**config.mk**
```make
export PLATFORM = sky130hd
export DESIGN_NAME = dmem_responder_flat
export DESIGN_NICKNAME = d
export VERILOG_FILES = /design/src/rtl/dmem_responder_pkg.sv /design/src/rtl/dmem_responder_if.sv /design/src/rtl/dmem_responder_array.sv /design/src/rtl/dmem_responder.sv /design/src/flat_wrapper.sv
export SDC_FILE = /design/constraint.sdc
export NUM_CORES = 2
export LEC_CHECK = 0
export CORE_ASPECT_RATIO = 2
export CORE_MARGIN = 5
export CORE_UTILIZATION = 50
export CTS_CLUSTER_SIZE = 10
export DETAILED_ROUTE_END_ITERATION = 6
export PLACE_DENSITY = 0.71
export REMOVE_ABC_BUFFERS = 1
export SLEW_MARGIN = 20
export SYNTH_ARGS = -nofsm -noshare
export SYNTH_HDL_FRONTEND = slang
export SYNTH_SLANG_ARGS = --single-unit
```
**constraint.sdc**
```tcl
create_clock -name clk_i -period 5.4 [get_ports clk_i]
set_input_delay 0.81 -clock clk_i [delete_from_list [all_inputs] [get_ports clk_i]]
set_output_delay 0.81 -clock clk_i [all_outputs]
set_load 0.005 [all_outputs]
```
**src/rtl/dmem_responder_pkg.sv**
```systemverilog
// Shared types and helpers for the data-memory responder: state encoding,
// word geometry and the access-check function.
package dmem_responder_pkg;

    localparam int WORD_W     = 32;
    localparam int BYTE_SHIFT = 2;

    typedef logic [1:0] state_t;
    localparam state_t ST_IDLE = 2'd0;
    localparam state_t ST_WAIT = 2'd1;
    localparam state_t ST_RESP = 2'd2;

    // Misaligned byte address or word index past the end of the store.
    function automatic logic addr_err(input logic [WORD_W-1:0] addr, input int unsigned depth);
        return (addr[BYTE_SHIFT-1:0] != '0) ||
               ({{BYTE_SHIFT{1'b0}}, addr[WORD_W-1:BYTE_SHIFT]} >= depth);
    endfunction

endpackage

```
**src/rtl/dmem_responder_if.sv**
```systemverilog
// Valid/ready request/response bundle between the core memory stage and the
// responder. req_swap exists only when DMEM_SWAP_EN is defined.
interface dmem_responder_if;
    import dmem_responder_pkg::*;

    logic              req_valid;
    logic              req_ready;
    logic              req_write;
    logic [WORD_W-1:0] req_addr;
    logic [WORD_W-1:0] req_wdata;
`ifdef DMEM_SWAP_EN
    logic              req_swap;
`endif
    logic              rsp_valid;
    logic              rsp_ready;
    logic [WORD_W-1:0] rsp_rdata;
    logic              rsp_err;

    modport master (
        output req_valid, req_write, req_addr, req_wdata,
`ifdef DMEM_SWAP_EN
        output req_swap,
`endif
        output rsp_ready,
        input  req_ready, rsp_valid, rsp_rdata, rsp_err
    );

    modport slave (
        input  req_valid, req_write, req_addr, req_wdata,
`ifdef DMEM_SWAP_EN
        input  req_swap,
`endif
        input  rsp_ready,
        output req_ready, rsp_valid, rsp_rdata, rsp_err
    );

endinterface

```
**src/rtl/dmem_responder_array.sv**
```systemverilog
// DEPTH x 32 word store: synchronous write, combinational read, word i
// initialised to i at elaboration and untouched by reset.
module dmem_array
    import dmem_responder_pkg::*;
#(
    parameter int DEPTH = 128,
    parameter int AW    = 7
) (
    input  logic              clk_i,
    input  logic              we_i,
    input  logic [AW-1:0]     idx_i,
    input  logic [WORD_W-1:0] wdata_i,
    output logic [WORD_W-1:0] rdata_o
);

    typedef logic [WORD_W-1:0] mem_t [DEPTH];

    function automatic mem_t init_fill();
        mem_t m;
        for (int i = 0; i < DEPTH; i++) m[i] = WORD_W'(i);
        return m;
    endfunction

    mem_t mem_q = init_fill();

    always_ff @(posedge clk_i) begin
        if (we_i) mem_q[idx_i] <= wdata_i;
    end

    assign rdata_o = mem_q[idx_i];

endmodule

```
**src/rtl/dmem_responder.sv**
```systemverilog
// Data-memory responder: accepts one load/store, waits WAIT_CYCLES, accesses
// the store and holds the response until taken. Optional swap: DMEM_SWAP_EN.
module dmem_responder
    import dmem_responder_pkg::*;
#(
    parameter int DEPTH       = 128,
    parameter int WAIT_CYCLES = 2
) (
    input logic              clk_i,
    input logic              rst_ni,
    dmem_responder_if.slave  bus
);

    localparam int AW = (DEPTH > 1) ? $clog2(DEPTH) : 1;
    localparam int CW = (WAIT_CYCLES > 1) ? $clog2(WAIT_CYCLES) : 1;

    state_t            state_q, state_d;
    logic [CW-1:0]     cnt_q, cnt_d;
    logic              write_q, swap_q;
    logic [WORD_W-1:0] addr_q, wdata_q;
    logic [WORD_W-1:0] rdata_q, rdata_d;
    logic              err_q, err_d;

    logic              swap_in, accept;
    logic              acc_go, acc_write, acc_swap, acc_err, mem_we;
    logic [WORD_W-1:0] acc_addr, acc_wdata, mem_rdata;

`ifdef DMEM_SWAP_EN
    assign swap_in = bus.req_swap;
`else
    assign swap_in = 1'b0;
`endif

    assign accept = (state_q == ST_IDLE) && bus.req_valid;

    always_comb begin
        state_d   = state_q;
        cnt_d     = cnt_q;
        rdata_d   = rdata_q;
        err_d     = err_q;
        acc_go    = 1'b0;
        acc_write = write_q;
        acc_swap  = swap_q;
        acc_addr  = addr_q;
        acc_wdata = wdata_q;
        case (state_q)
            ST_IDLE: if (bus.req_valid) begin
                if (WAIT_CYCLES == 0) begin
                    // Zero wait states: access straight from the request bus.
                    acc_go    = 1'b1;
                    acc_write = bus.req_write;
                    acc_swap  = swap_in;
                    acc_addr  = bus.req_addr;
                    acc_wdata = bus.req_wdata;
                    state_d   = ST_RESP;
                end else begin
                    cnt_d   = CW'(WAIT_CYCLES - 1);
                    state_d = ST_WAIT;
                end
            end
            ST_WAIT: begin
                if (cnt_q == '0) begin
                    acc_go  = 1'b1;
                    state_d = ST_RESP;
                end else begin
                    cnt_d = cnt_q - CW'(1);
                end
            end
            ST_RESP: if (bus.rsp_ready) begin
                state_d = ST_IDLE;
                rdata_d = '0;
                err_d   = 1'b0;
            end
            default: state_d = ST_IDLE;
        endcase

        acc_err = addr_err(acc_addr, DEPTH);
        mem_we  = acc_go && !acc_err && (acc_write || acc_swap);
        if (acc_go) begin
            err_d   = acc_err;
            // Swap returns the old word; a plain store returns zero.
            rdata_d = (acc_err || (acc_write && !acc_swap)) ? '0 : mem_rdata;
        end
    end

    always_ff @(posedge clk_i or negedge rst_ni) begin
        if (!rst_ni) begin
            state_q <= ST_IDLE;
            cnt_q   <= '0;
            write_q <= 1'b0;
            swap_q  <= 1'b0;
            addr_q  <= '0;
            wdata_q <= '0;
            rdata_q <= '0;
            err_q   <= 1'b0;
        end else begin
            state_q <= state_d;
            cnt_q   <= cnt_d;
            rdata_q <= rdata_d;
            err_q   <= err_d;
            if (accept) begin
                write_q <= bus.req_write;
                swap_q  <= swap_in;
                addr_q  <= bus.req_addr;
                wdata_q <= bus.req_wdata;
            end
        end
    end

    dmem_array #(.DEPTH(DEPTH), .AW(AW)) u_array (
        .clk_i   (clk_i),
        .we_i    (mem_we),
        .idx_i   (acc_addr[AW+BYTE_SHIFT-1:BYTE_SHIFT]),
        .wdata_i (acc_wdata),
        .rdata_o (mem_rdata)
    );

    assign bus.req_ready = (state_q == ST_IDLE);
    assign bus.rsp_valid = (state_q == ST_RESP);
    assign bus.rsp_rdata = rdata_q;
    assign bus.rsp_err   = err_q;

endmodule

```
**src/flat_wrapper.sv**
```systemverilog
// flat-port wrapper written by rule: the top's interface ports become plain ports
module dmem_responder_flat import dmem_responder_pkg::*;
#(
    parameter int DEPTH       = 128,
    parameter int WAIT_CYCLES = 2
)
  (clk_i, rst_ni, bus_req_valid, bus_req_write, bus_req_addr, bus_req_wdata, bus_rsp_ready, bus_req_ready, bus_rsp_valid, bus_rsp_rdata, bus_rsp_err);
  dmem_responder_if bus_i ();
  input logic clk_i;
  input logic rst_ni;
  input wire logic [$bits(bus_i.req_valid)-1:0] bus_req_valid;
  input wire logic [$bits(bus_i.req_write)-1:0] bus_req_write;
  input wire logic [$bits(bus_i.req_addr)-1:0] bus_req_addr;
  input wire logic [$bits(bus_i.req_wdata)-1:0] bus_req_wdata;
  input wire logic [$bits(bus_i.rsp_ready)-1:0] bus_rsp_ready;
  output wire logic [$bits(bus_i.req_ready)-1:0] bus_req_ready;
  output wire logic [$bits(bus_i.rsp_valid)-1:0] bus_rsp_valid;
  output wire logic [$bits(bus_i.rsp_rdata)-1:0] bus_rsp_rdata;
  output wire logic [$bits(bus_i.rsp_err)-1:0] bus_rsp_err;
  assign bus_i.req_valid = bus_req_valid;
  assign bus_i.req_write = bus_req_write;
  assign bus_i.req_addr = bus_req_addr;
  assign bus_i.req_wdata = bus_req_wdata;
  assign bus_i.rsp_ready = bus_rsp_ready;
  assign bus_req_ready = bus_i.req_ready;
  assign bus_rsp_valid = bus_i.rsp_valid;
  assign bus_rsp_rdata = bus_i.rsp_rdata;
  assign bus_rsp_err = bus_i.rsp_err;
  dmem_responder #(.DEPTH(DEPTH), .WAIT_CYCLES(WAIT_CYCLES)) u_core (.clk_i(clk_i), .rst_ni(rst_ni), .bus(bus_i));
endmodule
```
=== Yosys cells after proc, flatten, opt, wreduce, memory -nomap -nowiden ===
Memory sizes are Yosys's and may differ from the RTL's.
Cells that the tools add are included.

* Flip-flop bits (word level): 101
* RAM bits: 4096
* Input port bits: 69
* Output and inout port bits: 35
* Logic and storage cells: 47
* Memories: 1

* Add/sub/neg operators: 1
* $lt $le $gt $ge: 1
* Equal/unequal tests: 5
* Mux-type cells: 18
* Reductions and logical operators: 14

{| class="wikitable"
|+ Memories
! memory !! depth !! bits a word !! read ports !! clocked after Yosys merged registers in !! wr ports !! line !! source
|-
| u_core.u_array.mem_q || 128 || 32 || 1 || 0 || 1 || dmem_responder_array.sv:24 || <nowiki>mem_t mem_q = init_fill();</nowiki>
|}

{| class="wikitable"
|+ Operators with widths
! cell !! number
|-
| $mux W32 || 4
|-
| $ge A30 B8 Y1 const B || 1
|-
| $mux W1 || 9
|-
| $reduce_bool A2 Y1 || 4
|-
| $mux W2 || 3
|-
| $ne A2 B2 Y1 const B || 3
|-
| $pmux W2 S3 || 1
|-
| $reduce_and A2 Y1 || 2
|-
| $logic_and A1 B1 Y1 || 3
|-
| $reduce_and A3 Y1 || 1
|-
| $eq A2 B1 Y1 const B || 1
|-
| $eq A2 B2 Y1 const B || 1
|-
| $logic_not A2 Y1 || 1
|-
| $logic_or A1 B1 Y1 || 2
|-
| $pmux W1 S2 || 1
|-
| $logic_not A1 Y1 || 1
|-
| $sub A1 B1 Y1 const B || 1
|}

=== Depth between registers and ports, before layout ===
* Depth after elaboration: 7
* Depth in mapped cells: 14

=== Cells and area by module ===
Synthesis repeated with hierarchy kept, for this count alone.

* Cells, all modules: 9246
* Area, all modules: 160990.7 sq um

{| class="wikitable"
|+ By module, submodules not included
! module !! instances !! cells an instance !! area each (sq um) !! sequential area each (sq um)
|-
| dmem_array || 1 || 8922 || 156616.5 || 122998.0
|-
| dmem_responder || 1 || 324 || 4374.2 || 2527.4
|}

=== Worst setup path before layout ===
OpenSTA, ideal clock, no wires.

* Kind: register -> register
* Start: register u_core.addr_q[2] (netlist: u_core.acc_addr[2])
* End: memory u_core.u_array.mem_q[110][0] (netlist bit) (enable)
* Library setup time: 421 ps
* Arrival: 3401 ps
* Setup slack: 1578 ps
* Cell stages (with the launch flop): 12
* Buffers on the path: 8
* Cell sequence: dfrtp_1 -> buf_6 -> buf_6 -> buf_6 -> buf_6 -> buf_6 -> buf_6 -> buf_2 -> nor2_1 -> nand3_1 -> clkbuf_1 -> nor2_1

* Longest elaborated chain between the ends: 7

{| class="wikitable"
|+ RTL lines
! element !! line !! source
|-
| start, declared || dmem_responder.sv:20 || <nowiki>logic [WORD_W-1:0] addr_q, wdata_q;</nowiki>
|-
| start signal, assigned || dmem_responder.sv:104 || <nowiki>addr_q <= bus.req_addr;</nowiki>
|-
| $ge A30 B8 Y1 || dmem_responder_pkg.sv:16 || <nowiki>({{BYTE_SHIFT{1'b0}}, addr[WORD_W-1:BYTE_SHIFT]} >= depth);</nowiki>
|-
| $logic_or A1 B1 Y1 || dmem_responder_pkg.sv:15 || <nowiki>return (addr[BYTE_SHIFT-1:0] != '0) ||</nowiki>
|-
| $logic_not A1 Y1 || dmem_responder.sv:78 || <nowiki>mem_we = acc_go && !acc_err && (acc_write || acc_swap);</nowiki>
|-
| $logic_and A1 B1 Y1 (2 in a row) || dmem_responder.sv:78 ||
|-
| $mux W1 || dmem_responder_array.sv:27 || <nowiki>if (we_i) mem_q[idx_i] <= wdata_i;</nowiki>
|-
| $mux W1 (implied by the code) || dmem_responder_array.sv:27 ||
|-
| end, declared || dmem_responder_array.sv:24 ||
|}

Several ways; a longest one is shown, not always the timed one.

=== Worst setup path after layout ===
* Start: register u_core.addr_q[2] (netlist: u_core.acc_addr[2])
* End: register u_core.rdata_q[0] (netlist: u_core.bus.rsp_rdata[0])

* Longest elaborated chain between the ends: 5

{| class="wikitable"
|+ RTL lines
! element !! line !! source
|-
| $ge A30 B8 Y1 || dmem_responder_pkg.sv:16 ||
|-
| $logic_or A1 B1 Y1 || dmem_responder_pkg.sv:15 ||
|-
| $logic_or A1 B1 Y1 || dmem_responder.sv:82 || <nowiki>rdata_d = (acc_err || (acc_write && !acc_swap)) ? '0 : mem_rdata;</nowiki>
|-
| $mux W32 (*) || dmem_responder.sv:82 ||
|-
| $mux W32 (*) || dmem_responder.sv:79 || <nowiki>if (acc_go) begin</nowiki>
|-
| end signal, assigned || dmem_responder.sv:99 || <nowiki>rdata_q <= rdata_d;</nowiki>
|-
| end, declared || dmem_responder.sv:21 || <nowiki>logic [WORD_W-1:0] rdata_q, rdata_d;</nowiki>
|}

Every way passes the cells marked *; elsewhere a longest branch is shown, timed or not.
A chain may end at the register's enable or synchronous reset.

==> results.txt <==
After the first detailed-routing iteration, the DRC count stood at 16570. In this run the number of H-tree levels came out at 5. The first TritonRoute pass finished after 6 iterations. Adding up every negative setup slack in the final design gives 0 ns. The routed design has 593200 microns of wire.

The tools report the type of element capturing the critical path as a flop. At the end of routability-driven placement, the weighted congestion stood at 1.026. The filler cells instantiated in the layout total 22590. On the final layout, the worst clock skew is 0.1114 ns. The tools report the sequential share of power as 0.406.

In this run the power density over the cells is 598.7 mW/mm^2. The combinational power share was 0.340. The path class of the tightest hold or removal check is in2reg. Root buffer selected by CTS: sky130_fd_sc_hd__clkbuf_16. The layout overhead on the synthesized area was 14.47%. Die outline height: 808.5 microns.

The proportion of layout cells with a drive suffix above 1 is 0.2309. VDD sags by at most 0.4936 mV. In this run, distinct cell masters in the synthesized netlist total 75. The sum of overflow across all layers after global routing is 0, and the number of antenna violations at the first check in global routing is 77.

The proportion of netlist area held by the largest area contributor is 0.7717. By area the synthesized netlist is led by sky130_fd_sc_hd__edfxtp_1 77%, sky130_fd_sc_hd__mux4_2 6.5%, sky130_fd_sc_hd__o221ai_1 2.2%. The analysis attributes to net switching a power of 42600 uW. The run gives 4 as the maximum buffer depth of the clock tree. Entering global routing, the biggest net connects 130 pins.

The met3 track utilization from global routing is 0.09748, and the width of the chip is 409.2 microns. During synthesis, Yosys emitted a total of 0 warnings. The initial standard-cell utilization of the core is 0.5015.

The count of maximum capacitance violations was 0. Post-synthesis instance total: 8240. Total routing resource utilization after global routing: 0.3549. The final cycle utilization of the critical path came out at 0.8968.

The fraction of registers with async set/reset is 0.02406. The tools report the met2 track demand over resource in global routing as 0.5573. The number of placed I/O pins was 104; the maximum fanout along the worst path was 32.

The final count of pins violating max slew is 0. The tools report the number of global-route vias before repair as 92900. The clock-pin slew on the worst setup and hold paths is 0.06 ns, and the data required time at the worst endpoint is 6.33 ns. The run gives 462 as the number of buffers added by the clock tree synthesis step.

The run gives 0.3178 sq mm as the placeable core region. The routed via count divided by cell count came out at 7.197. STA puts the critical path data arrival time at 5.77 ns. The path type of the worst setup path is reg2reg. The wire length of the first global-routing pass came out at 796900 microns.

The internal portion of the total power is 66630 uW. The routed wirelength normalized by instance count came out at 44.93 microns. At the pin with the least slew margin, the transition time is 1.369 ns. Dividing the synthesized area by the synthesized cell count gives 19.34 sq um. The tools report the final antenna-violating net count as 0. The floorplan has 293 rows.

Summing all multi-input logic gate instances after layout gives 0.03225 sq mm. The overall die area was 0.3309 sq mm. In the routed design, unresolved DRC markers number 0.

Global-route layer with the greatest usage: met2. The logs give 0.254 for the share of total power in the clock network and 0.3818 for the met1 usage in global routing. Sequential cell area: 0.1257 sq mm. Leaving out fill and tap cells, the most frequent cell in the layout is sky130_fd_sc_hd__edfxtp_1. The final period demand of the worst path is 4.843 ns. After the last flow step, the layout net total stands at 8922. The switching part of the total came out at 0.3900. Once detailed placement completed, the half-perimeter wirelength came to 369200 microns. Setup repair after global routing left no endpoint under its margin. The utilization of the core after routing was 0.5740. The clock latency on the worst-skew pair is 1.04 ns. Leaving out fill and tap cells, the most frequent cells in the layout are 4096 x sky130_fd_sc_hd__edfxtp_1, 521 x sky130_fd_sc_hd__buf_4, 498 x sky130_fd_sc_hd__o22ai_1, 467 x sky130_fd_sc_hd__clkbuf_16, 461 x sky130_fd_sc_hd__mux4_2. In this run the static leakage power is 0.05646 uW. The synthesized flop and latch total is 4197. Setup violations remaining at the end of the flow were counted as 0. Detailed routing inserted a total of 95020 vias.

For the tightest slew margin relative to the limit, the log shows 0.08756. The library cell with the largest summed area after synthesis was sky130_fd_sc_hd__edfxtp_1. The flow ran to the end, and the final reports show no timing, DRC or antenna violations.

The share of synthesized area occupied by flip-flops and latches was 0.7875. Leading register cell type out of synthesis: sky130_fd_sc_hd__edfxtp_1. STA classifies the critical path startpoint as a flop. After synthesis the cells add up to 0.1594 sq mm. Derived from the worst setup path, the maximum achievable clock frequency is 206.5 MHz. The run gives 4197 as the count of clock tree sinks. The tools report the final number of hold-violating endpoints as 0. The synthesized design contains 4096 enable-type register cells. TritonCTS built the clock tree.

In this run the tool buffered the top-level ports with 103 buffer cells.
cell families after synthesis:
logic type | after synthesis | synth area share
mux | 891 | 0.09440
compound gates | 1859 | 0.07950
simple gates | 720 | 0.01967
flops | 4197 | 0.7875
buf+inv | 573 | 0.01889
worst max-delay path, stage by stage (launching register included):
cell and delay [ns]:
sky130_fd_sc_hd__dfrtp_4 1.00, sky130_fd_sc_hd__or2_4 0.79, sky130_fd_sc_hd__buf_12 0.32, sky130_fd_sc_hd__o22ai_1 0.11, sky130_fd_sc_hd__a211oi_1 0.88, sky130_fd_sc_hd__nor3_1 0.27, sky130_fd_sc_hd__nor4_1 0.68, sky130_fd_sc_hd__buf_4 0.26
sky130_fd_sc_hd__o311ai_0 0.16, sky130_fd_sc_hd__a22oi_1 0.26
through the flow:
| stage | instances | setup slack, ns | hold slack (ns) | total power (uW) | area (sq um) |
|---|---|---|---|---|---|
| after CTS | 13110 | 0.8389 | 0.3372 | 106900 | 181900 |
| after global placement | 12500 | 0.7640 | 0.4926 | 79080 | 169400 |
| after global routing | 13170 | 0.7229 | 0.4173 | 110200 | 182400 |
| final | 13200 | 0.5573 | 0.3873 | 109200 | 182500 |
| after detailed placement | 12510 | 0.8496 | 0.4977 | 79690 | 169500 |
| after floorplan | 7679 | -30.43 | 0.4673 | 54770 | 156400 |
area by class of cell:
class | count | share of cell area
multi-input combinational | 3470 | 0.1768
timing repair buffer | 710 | 0.03632
antenna | 82 | 0.001125
sequential | 4197 | 0.6888
clock inverter | 21 | 0.001893
clock buffer | 581 | 0.06645
inverter | 12 | 0.0003566
tap | 4130 | 0.02832
path summary, 6_finish.rpt:
check | startpoint | to | slack, ns | cells past startpoint
max reg2reg | u_core.acc_addr[2] | u_core.bus.rsp_rdata[0] | 0.56 | 9
max in group asynchronous | rst_ni | u_core.acc_wdata[6] | 3.67 | 3
max | u_core.acc_addr[2] | u_core.bus.rsp_rdata[0] | 0.56 | 9
min | bus_req_addr[2] | u_core.acc_addr[2] | 0.39 | 3
min reg2reg | u_core.acc_addr[11] | u_core.acc_addr[11] | 0.51 | 1
min in group asynchronous | rst_ni | u_core.bus.rsp_rdata[21] | 0.40 | 2
sequential cells by signal, indices dropped and copies added (netlist names):
name                  flops
u_core.bus.rsp_err        1
u_core.state_q            2
u_core.u_array.mem_q   4096
u_core.acc_write          1
u_core.cnt_q              1
u_core.acc_wdata         32
u_core.bus.rsp_rdata     32
u_core.acc_addr          32
cell usage after synthesis (all sizes together), types with 48 or more instances:
cell type and n:
mux2 261, dfrtp 101, buf 390, nand2 230, a21oi 234, o21ai 333
nand3 48, a221oi 58, a211oi 54, clkbuf 171, mux2i 167, a22oi 50
nor2 294, o221ai 394, mux4 463, o22ai 500, edfxtp 4096
routing by layer:
layer  share of wire  wire length [microns]  up-vias
met5         0.00040                    237        -
met4            0.13                  77930       24
met3            0.11                  67390     2337
met2            0.47                 276700     8551
met1            0.29                 170900    48450
li1                -                      -    35660
power by group through the flow:
stage               logic [uW]  registers [uW]  clock network, uW
finish                   37200           44300              27700
global route             36900           44200              29100
CTS                      35000           44100              27700
detailed placement       34900           44800                  0
global placement         34400           44600                  0
floorplan                 9510           45300                  0
timing repair:
action / in CTS / in global routing
resized for setup: 0 / 0
endpoints found under the hold margin: 26 / 0
endpoints found under the setup margin: 0 / 0
hold buffers: 1 / 0
setup buffers: 0 / 0
No activity file was read; power rests on OpenSTA's default activity.
